File: config.mk
export PLATFORM = sky130hd
export DESIGN_NAME = hazard_ctrl
export DESIGN_NICKNAME = d
export VERILOG_FILES = /design/src/rtl/hazard_ctrl.sv
export SDC_FILE = /design/constraint.sdc
export NUM_CORES = 1
export LEC_CHECK = 0
export CELL_PAD_IN_SITES_DETAIL_PLACEMENT = 2
export CELL_PAD_IN_SITES_GLOBAL_PLACEMENT = 2
export CORE_MARGIN = 2
export CORE_UTILIZATION = 14
export DETAILED_ROUTE_END_ITERATION = 12
export GPL_TIMING_DRIVEN = 0
export PLACE_DENSITY = 0.76
export REMOVE_ABC_BUFFERS = 1
export SLEW_MARGIN = 15
export SYNTH_ARGS = -nofsm -noshare
export SYNTH_HDL_FRONTEND = slang
export SYNTH_SLANG_ARGS = --single-unit
export TNS_END_PERCENT = 5
File: constraint.sdc
create_clock -name clk -period 1.8 [get_ports clk]
set_input_delay 0.27 -clock clk [delete_from_list [all_inputs] [get_ports clk]]
set_output_delay 0.27 -clock clk [all_outputs]
set_load 0.02 [all_outputs]
File: src/rtl/hazard_ctrl.sv
// Pipeline hazard controller: load-use stall, taken-branch flush, multi-cycle EX wait.
// Optional performance counters are built only when HAZ_PERF_CNT_EN is defined.
module hazard_ctrl #(
   parameter int unsigned REG_AW    = 4,
   parameter int unsigned FLUSH_CYC = 2
) (
   input  logic              clk,
   input  logic              rst,
   input  logic [REG_AW-1:0] id_rs1,
   input  logic [REG_AW-1:0] id_rs2,
   input  logic              id_rs1_used,
   input  logic              id_rs2_used,
   input  logic              idex_mem_read,
   input  logic [REG_AW-1:0] idex_rd,
   input  logic              branch_taken,
   input  logic              mc_start,
   input  logic              mc_done,
   output logic              stall,
   output logic              pc_write,
   output logic              ifid_write,
   output logic              ifid_flush,
   output logic              idex_bubble,
   output logic              pc_sel,
   output logic [1:0]        state,
   output logic [15:0]       lu_cnt,
   output logic [15:0]       mc_cnt,
   output logic [15:0]       fl_cnt
);

   localparam int unsigned FCW  = 4;
   localparam int unsigned CNTW = 16;

   typedef enum logic [1:0] {
      S_RUN     = 2'd0,
      S_FLUSH   = 2'd1,
      S_MC_WAIT = 2'd2
   } state_t;

   state_t           r_state;
   state_t           w_state_nxt;
   logic [FCW-1:0]   r_fl;
   logic [FCW-1:0]   w_fl_nxt;
   logic             w_load_use;
   logic             w_take_br;

   assign w_load_use = idex_mem_read && (idex_rd != '0) &&
                       ((id_rs1_used && (id_rs1 == idex_rd)) ||
                        (id_rs2_used && (id_rs2 == idex_rd)));

   // A branch wins over everything, but only where it can be acted on.
   assign w_take_br = branch_taken && ((r_state == S_RUN) || (r_state == S_FLUSH));

   always_comb begin
      stall       = 1'b0;
      pc_write    = 1'b1;
      ifid_write  = 1'b1;
      ifid_flush  = 1'b0;
      idex_bubble = 1'b0;
      pc_sel      = 1'b0;
      w_state_nxt = r_state;
      w_fl_nxt    = r_fl;
      if (w_take_br) begin
         pc_sel      = 1'b1;
         ifid_flush  = 1'b1;
         idex_bubble = 1'b1;
         w_fl_nxt    = FCW'(FLUSH_CYC - 1);
         w_state_nxt = (FLUSH_CYC == 1) ? S_RUN : S_FLUSH;
      end else begin
         case (r_state)
            S_RUN: begin
               if (mc_start) begin
                  w_state_nxt = S_MC_WAIT;
               end else if (w_load_use) begin
                  stall       = 1'b1;
                  pc_write    = 1'b0;
                  ifid_write  = 1'b0;
                  idex_bubble = 1'b1;
               end
            end
            S_FLUSH: begin
               ifid_flush = 1'b1;
               w_fl_nxt   = (r_fl == '0) ? '0 : (r_fl - FCW'(1));
               if (r_fl <= FCW'(1)) begin
                  w_state_nxt = S_RUN;
               end
            end
            S_MC_WAIT: begin
               if (mc_done) begin
                  w_state_nxt = S_RUN;
               end else begin
                  stall       = 1'b1;
                  pc_write    = 1'b0;
                  ifid_write  = 1'b0;
                  idex_bubble = 1'b1;
               end
            end
            default: begin
               w_state_nxt = S_RUN;
               w_fl_nxt    = '0;
            end
         endcase
      end
      // Reset forces every control output low regardless of state.
      if (rst) begin
         stall       = 1'b0;
         pc_write    = 1'b0;
         ifid_write  = 1'b0;
         ifid_flush  = 1'b0;
         idex_bubble = 1'b0;
         pc_sel      = 1'b0;
      end
   end

   always_ff @(posedge clk) begin
      if (rst) begin
         r_state <= S_RUN;
         r_fl    <= '0;
      end else begin
         r_state <= w_state_nxt;
         r_fl    <= w_fl_nxt;
      end
   end

   assign state = rst ? 2'd0 : 2'(r_state);

`ifdef HAZ_PERF_CNT_EN
   logic [CNTW-1:0] r_lu_cnt;
   logic [CNTW-1:0] r_mc_cnt;
   logic [CNTW-1:0] r_fl_cnt;

   // Saturating event counters; stall in RUN can only come from load-use.
   always_ff @(posedge clk) begin
      if (rst) begin
         r_lu_cnt <= '0;
         r_mc_cnt <= '0;
         r_fl_cnt <= '0;
      end else begin
         if ((r_state == S_RUN) && stall && (r_lu_cnt != '1)) r_lu_cnt <= r_lu_cnt + CNTW'(1);
         if ((r_state == S_MC_WAIT) && stall && (r_mc_cnt != '1)) r_mc_cnt <= r_mc_cnt + CNTW'(1);
         if (ifid_flush && (r_fl_cnt != '1)) r_fl_cnt <= r_fl_cnt + CNTW'(1);
      end
   end

   assign lu_cnt = rst ? '0 : r_lu_cnt;
   assign mc_cnt = rst ? '0 : r_mc_cnt;
   assign fl_cnt = rst ? '0 : r_fl_cnt;
`else
   assign lu_cnt = '0;
   assign mc_cnt = '0;
   assign fl_cnt = '0;
`endif

endmodule

* After elaboration in Yosys (flattened, before gate mapping)
Cells that the tools add are included.
** Storage, ports and cells
- Register bits :: 6
- Latch bits :: 0
- RAM bits :: 0
- Bits in read-only memories :: 0
- Output and inout bits :: 56
- Memories kept :: 0
** Operators by class
- Add/subtract/negate cells :: 1
- Multipliers :: 0
- Divide/modulo/power cells :: 0
- Order comparisons :: 1
- Equal/unequal tests :: 11
- Shift operators :: 0
- Mux-type cells :: 28
- Bitwise gates (word level) :: 0
- Reduce and logical (&&, ||, !) cells :: 14
** Operator list (number)
- 2-to-1 mux 1 bit :: 19
- equality test 4 bit :: 2
- 2-to-1 mux 2 bit :: 4
- one-hot mux 4 bit (2 select lines) :: 1
- != test 3 bit (second input constant) :: 2
- one-hot mux 2 bit (3 select lines) :: 1
- AND reduction 3 bit :: 2
- logical AND 1 bit :: 5
- less-or-equal comparator 4 x 1 -> 1 bit (second input constant) :: 1
- logical NOT 4 bit :: 1
- 2-to-1 mux 4 bit :: 1
- != test 2 x 1 -> 1 bit (second input constant) :: 2
- != test 2 bit (second input constant) :: 2
- one-hot mux 1 bit (2 select lines) :: 2
- nonzero test 4 bit :: 1
- OR reduction 2 bit :: 2
- subtractor 4 x 1 -> 4 bit (second input constant) :: 1
- != test 3 x 2 -> 1 bit (second input constant) :: 1
- equality test 2 x 1 -> 1 bit (second input constant) :: 1
- equality test 2 bit (second input constant) :: 1
- logical NOT 2 bit :: 1
- logical OR 1 bit :: 2

* Longest topological paths before layout
Gate-level depths: netlist (run 1).
- Depth after elaboration :: 9
- Depth in mapped cells :: 6

* Least setup slack after synthesis (run 1)
OpenSTA, ideal clock, no wires.
- Path type :: register to output
- Start :: reg r_state[1]
- End :: out pc_write
- Arrival time :: 1.328 ns
- Slack :: 0.202 ns
- Stages on the path, launching flop included :: 6
- Path through :: dfxtp_1 buf_4 inv_2 or3_1 a31o_1 buf_4
** On the way
- Word-level cells in the longest chain between the ends :: 5
** RTL lines
- start: declaration :: line 39 : state_t r_state;
- start signal: assignment :: line 119 : r_state <= w_state_nxt;
- parallel branches: the longest is 3 deep, another holds equality test 2 bit
- 2-to-1 mux 1 bit (*) (2 in a row)
- end: declaration :: line 19 : output logic pc_write,
Mark *: on every way between the ends.

* Worst setup path in the final report (run 1)
- Start :: reg r_state[1]
- End :: out ifid_write
** On the way
- Word-level cells in the longest chain between the ends :: 5
** RTL lines
- parallel branches: the longest is 3 deep, another holds equality test 2 bit
- 2-to-1 mux 1 bit (*) :: line 62 : if (w_take_br) begin
- 2-to-1 mux 1 bit (*) :: line 104 : if (rst) begin
- end: declaration :: line 20 : output logic ifid_write,
Marked as above.

==> results of run 1 <==
==> placed cells by master (no fill, tap or decap), types with 2 or more instances in the layout <==
cell,count
dfxtp_1,4
and3_1,2
clkdlybuf4s50_1,2
buf_6,2
dlygate4sd2_1,8
nor2_1,8
clkbuf_8,3
a21oi_1,6
dlymetal6s2s_1,3
nor2b_1,2
conb_1,48
nor3_1,4
o21ai_0,2
xor2_2,6
clkdlybuf4s15_1,4
nand2_2,2
nor4_4,3
xnor2_2,2
clkbuf_2,3
buf_2,4
inv_2,2
==> critical path, stage by stage, from the launching register on <==
cell and delay, ns:
dfxtp_4 0.40, inv_2 0.08, or3_4 0.39, a31o_4 0.26, buf_6 0.13
==> worst max path at each step <==
stage | startpoint | end | slack, ns | cells after the start
6_report | r_state[1]$_SDFFE_PP0P_ | ifid_write | 0.05 | 4
5_1_grt | r_state[1]$_SDFFE_PP0P_ | stall | -0.01 | 4
4_1_cts | id_rs1[2] | ifid_write | 0.003 | 7
3_5_place_dp | idex_rd[1] | stall | -0.81 | 6
3_3_place_gp | idex_rd[1] | idex_bubble | -0.74 | 6
2_1_floorplan | r_state[1]$_SDFFE_PP0P_ | idex_bubble | 0.24 | 3
==> synthesized netlist by cell type (3+ instances only) <==
library cell / count / area (µm²)
a21oi_1: 6 / 30.03
buf_4: 50 / 375.4
dfxtp_1: 6 / 120.1
nand2_1: 3 / 11.26
nor2_1: 8 / 30.03
nor3_1: 4 / 20.02
nor4_1: 5 / 31.28
xor2_1: 6 / 52.55
==> final cells by class <==
type / instances / area, µm²
Inverter: 3 / 11.26
Clock buffer: 3 / 41.29
Timing Repair Buffer: 27 / 236.5
Tap cell: 75 / 93.84
Fill cell: 678 / 4706
Sequential cell: 6 / 125.1
Multi-Input combinational cell: 101 / 636.9
==> report_power, final <==
group          internal, W  switching [W]  total [W]
clock network     0.000144      0.0000621   0.000206
logic            0.0000756       0.000173   0.000248
registers         0.000138      0.0000108   0.000149
total             0.000358       0.000245   0.000603
==> cells by family after synthesis <==
group | count (synthesis)
AND/OR/NAND/NOR | 30
XOR/XNOR | 8
other | 1
flip-flops | 6
buffers and inverters | 55
AO/OA/AOI/OAI | 15
==> repair_timing <==
item	in CTS	in global routing
setup buffers	0	0
endpoints found under the setup margin	8	5
endpoints found under the hold margin	0	0
resized for setup	67	18
pin swaps	9	6
==> state kept, by name, summed over array words and instances (netlist names) <==
name	flops
r_fl	4
r_state	2
==> metrics by stage <==
step                      hold slack (ns)  area (µm²)
final                              0.3690        1145
after global routing               0.3927        1145
after CTS                          0.5477        1121
after detailed placement           0.5394       991.0
after global placement             0.5318       991.0
after floorplan                    0.3424       626.9
==> layer usage <==
metal  track usage  up-vias
li1              -      327
met1       0.06469      342
met2        0.1352       36
met3       0.02308        2
met4       0.03559        0
met5             0        -
==> run metrics, run 1 <==
crit-path max FO 8; worst-skew pair later-pin latency 0.22 ns; P per Cell Area 526.7 nW/µm²; endpoints failing hold 0; post-synthesis average cell area 7.322 µm²; Synth Area in Simple Gates 0.1828; antenna violations before repair 0; largest net degree at the start of global routing 11; Antenna diodes 0; status completed; fmax ~0.57 GHz; number of core rows 28; CTS tree built; Core ar. 5851 µm²; CTS Sinks 6; Starting Density 0.1439; DIE WIDTH roughly 82 µm; io pins 76; critical path class flop to output port; Post-Route M1 WL between 700 and 800 µm; drt wl/cell 11.23 µm; crit start category flop; share of flip-flops with an asynchronous set or reset 0; Clock H-tree levels 1; setup TNS 0 ns; Setup Skew 0.005180 ns; mux cell area share after synthesis 0; worst setup margin 0.04879 ns; die height 81.56 µm; via count 707; Power, Total 0.0006030 W; final RePlAce weighted congestion 0.7388; Area Overhead vs Synth 35.96%; Via density 3.288; Clock transition at path regs approximately 0.040 ns; layout cells sized above 1 0.2571; Hold Buf Count CTS 0; R2R Setup Slk ~0.47 ns; uppermost layer routed met4; minimum clock period around 1.8 ns; CP arrival 1.48 ns; Seq cells post-synth 6; Yosys warning count 0; antenna viol nets, final 0; period utilisation layout 0.9729; unrepaired setup endpoints after global routing yes; reg2reg end r_fl[0]$_SDFFE_PP0P_; synthesized area between 800 and 900 µm²; post-DP HPWL 1.851 mm; Clock Path Buffers 2; worst r2r path cells 5; XOR/XNOR Fraction of Synth Area 0.08321; final net count 162; ys flop type dfxtp_1; RR Startpoint r_fl[1]$_SDFFE_PP0P_; met3 wire length 192 µm; Num CTS Buffers 3; GR Overflow Total 0; main combinational cell family by area after synthesis buffers and inverters; first-pass GRT wire length 3.387 mm; number of buffers added on ports 27; Slew Viols, Final 0; post-route insts no fill ~220; worst hold path class input port to flop; DRT iter0 DRCs 21; Placed Instances 212; final core utilization 0.1957; reported max-cap violation count 0; DRC violations left 0; die area about 6700 µm²; Lkg Pwr 0.5471 nW; vias in the first global route 682; Unique masters post-synth 29; Synth Area in Adders 0; HP Start rst; Setup-failing EPs final 0; Clock Tree Root clkbuf_8; Post-Place Worst Slack -0.8081 ns; number of synthesized flops with an enable pin 0; DRT Pass-1 Iters 4; Worst Hold End r_fl[0]$_SDFFE_PP0P_; WL met2 about 1.4 mm; Peak VDD IR around 0.16 mV; overall routing resource usage 0.07003; Seq/Total Area, Yosys 0.1426; WHS Path Cells 2; CP Data Required Time 1.53 ns; Detailed Route WL 2.415 mm; Compound-Gate Fraction of Synth Area 0.1085; post-synthesis cell count 115; Worst setup EP type output port
(Power assumes the default switching activity.)
==> run 2: changes to the inputs <==
--- a/config.mk
+++ b/config.mk
@@ -13,7 +13,6 @@
 export GPL_TIMING_DRIVEN = 0
 export PLACE_DENSITY = 0.76
 export REMOVE_ABC_BUFFERS = 1
-export SLEW_MARGIN = 15
 export SYNTH_ARGS = -nofsm -noshare
 export SYNTH_HDL_FRONTEND = slang
 export SYNTH_SLANG_ARGS = --single-unit
==> results of run 2 <==
Same layout as run 1: the final DEF is identical, and so are final timing and power.
==> run 3: changes to the inputs <==
--- a/config.mk
+++ b/config.mk
@@ -11,8 +11,10 @@
 export CORE_UTILIZATION = 14
 export DETAILED_ROUTE_END_ITERATION = 12
 export GPL_TIMING_DRIVEN = 0
+export HOLD_SLACK_MARGIN = 0.06
 export PLACE_DENSITY = 0.76
 export REMOVE_ABC_BUFFERS = 1
+export SKIP_LAST_GASP = 1
 export SYNTH_ARGS = -nofsm -noshare
 export SYNTH_HDL_FRONTEND = slang
 export SYNTH_SLANG_ARGS = --single-unit
==> run 3 against run 2 <==
  * Final area down 1.1%
  * Utilization down 0.21 points
  * Total power down 0.71%
  * Via count up 0.85%
  * First-iteration DRC count up 62%
  * Register-to-register slack about the same
  * Setup slack worse by 0.019 ns
  * Count of clock-buffer cells in the layout unchanged
==> run metrics, run 3 (synthesis results as in run 1) <==
Clock Tree Root clkbuf_8; die height 81.56 µm (unchanged); worst hold path class input port to flop; DRT Pass-1 Iters 5 (+1); most frequent cells in the layout conb_1 (48), dlygate4sd2_1 (10), nor2_1 (8); io pins 76 (unchanged); fmax 0.5649 GHz (-1.1%); reported max-cap violation count 0 (unchanged); Clock H-tree levels 1 (unchanged); met3 wire length 213 µm (+11%); Area Overhead vs Synth 34.47%; Reg with most FFs r_fl; worst-skew pair later-pin latency 0.23 ns (about the same); most common cell after layout, fill and taps aside conb_1; Post-Route M1 WL 743 µm (-5.6%); critical path class input port to output port; postcts setup bufs 0 (unchanged); Worst setup EP type output port; layout cells sized above 1 0.2429 (-0.01429); Clock Path Buffers 2 (unchanged); final worst hold slack 0.3615 ns (-0.007460 ns); number of core rows 28 (unchanged); WL met2 1.344 mm (-4.5%); unrepaired setup endpoints after global routing yes; minimum clock period 1.770 ns (+0.01909 ns); final core utilization 0.1935 (-0.002139); largest net degree at the start of global routing 11 (unchanged); crit-path max FO 3 (-5); post-route insts no fill 215 (unchanged); Setup Skew 0.002837 ns (-0.002344 ns); Core ar. 5851 µm² (unchanged); DIE WIDTH 81.56 µm (unchanged); CP Data Required Time 1.53 ns (about the same); CP arrival 1.50 ns (+0.02 ns); period utilisation layout 0.9835 (+0.01060); Detailed Route WL 2.328 mm (-3.6%); Largest regs r_fl (4), r_state (2); final net count 162 (unchanged); Num CTS Buffers 3 (unchanged); via count 713 (+0.85%); post-DP HPWL 1.851 mm (unchanged); vias in the first global route 681 (-0.15%); final RePlAce weighted congestion 0.7388 (unchanged); Antenna diodes 0 (unchanged); endpoints failing hold 0 (unchanged); crit start category input port; antenna viol nets, final 0 (unchanged); number of buffers added on ports 27 (unchanged); Clock transition at path regs 0.04 ns (about the same); CTS Sinks 6 (unchanged); Lkg Pwr 0.5446 nW (-0.44%); GR Overflow Total 0 (unchanged); first-pass GRT wire length 3.367 mm (-0.59%); DRC violations left 0 (unchanged); Setup-failing EPs final 0 (unchanged); status completed; Peak VDD IR 0.1659 mV (+1.0%); drt wl/cell 10.83 µm (-3.6%); max reg flops 4 (unchanged); overall routing resource usage 0.06958 (-0.0004592); Placed Instances 212 (unchanged); Starting Density 0.1439 (unchanged); P per Cell Area 528.8 nW/µm² (+0.39%); Via density 3.316 (+0.85%); die area 6651 µm² (unchanged); CTS tree built; Slew Viols, Final 0 (unchanged); uppermost layer routed met4; DRT iter0 DRCs 34 (+62%); antenna violations before repair 0 (unchanged)
## run 3: timing repair
action / CTS / global route
pin swaps: 9 / 6
cloned: 0 / 0
endpoints found under the setup margin: 8 / 5
hold endpoints to repair: 0 / 0
hold buffers: 0 / 0
resized for setup: 64 / 16
## run 3: path summary, 6_finish.rpt
check                        from                    to  slack [ns]  cells after the start
max                     id_rs2[1]            ifid_write        0.03                      6
min                           rst  r_fl[0]$_SDFFE_PP0P_        0.36                      2
max reg2reg  r_fl[1]$_SDFFE_PP0P_  r_fl[0]$_SDFFE_PP0P_        0.47                      5
min reg2reg  r_fl[3]$_SDFFE_PP0P_  r_fl[3]$_SDFFE_PP0P_        0.55                      1
## run 3: area by class of cell
type	count	area, µm²
fillers	679	4718
multi-input cells	101	628.1
repair buffers	27	234.0
well taps	75	93.84
clock buffers	3	41.29
inverters	3	11.26
flip-flops and latches	6	123.9
## run 3: stage by stage
step | total power (W) | TNS, ns | area [µm²] | setup WS [ns]
2_1_floorplan | 0.0002868 | 0 | 626.9 | 0.2439
3_3_place_gp | 0.0003682 | -3.653 | 991.0 | -0.7362
3_5_place_dp | 0.0003735 | -4.059 | 991.0 | -0.8081
4_1_cts | 0.0005979 | -0.03237 | 1125 | -0.01690
5_1_grt | 0.0006324 | -0.06032 | 1132 | -0.02762
6_report | 0.0005987 | 0 | 1132 | 0.02970
## run 3: critical path, stage by stage
cell and delay [ns]:
dlygate4sd2_1 0.26, xor2_2 0.16, nor4_4 0.30, o21ai_2 0.12, a31o_1 0.26, buf_6 0.14
## run 3: power by group
group	internal [W]	switching, W	leakage, nW
clock	0.000144	0.0000629	0.0216
sequential	0.000138	0.0000104	0.0496
combinational	0.0000730	0.000171	0.473
## run 3: routing by layer
| layer | global-route usage | up-vias |
|---|---|---|
| li1 | - | 327 |
| met1 | 0.06337 | 342 |
| met2 | 0.1352 | 42 |
| met3 | 0.02308 | 2 |
| met4 | 0.03559 | 0 |
| met5 | 0 | - |
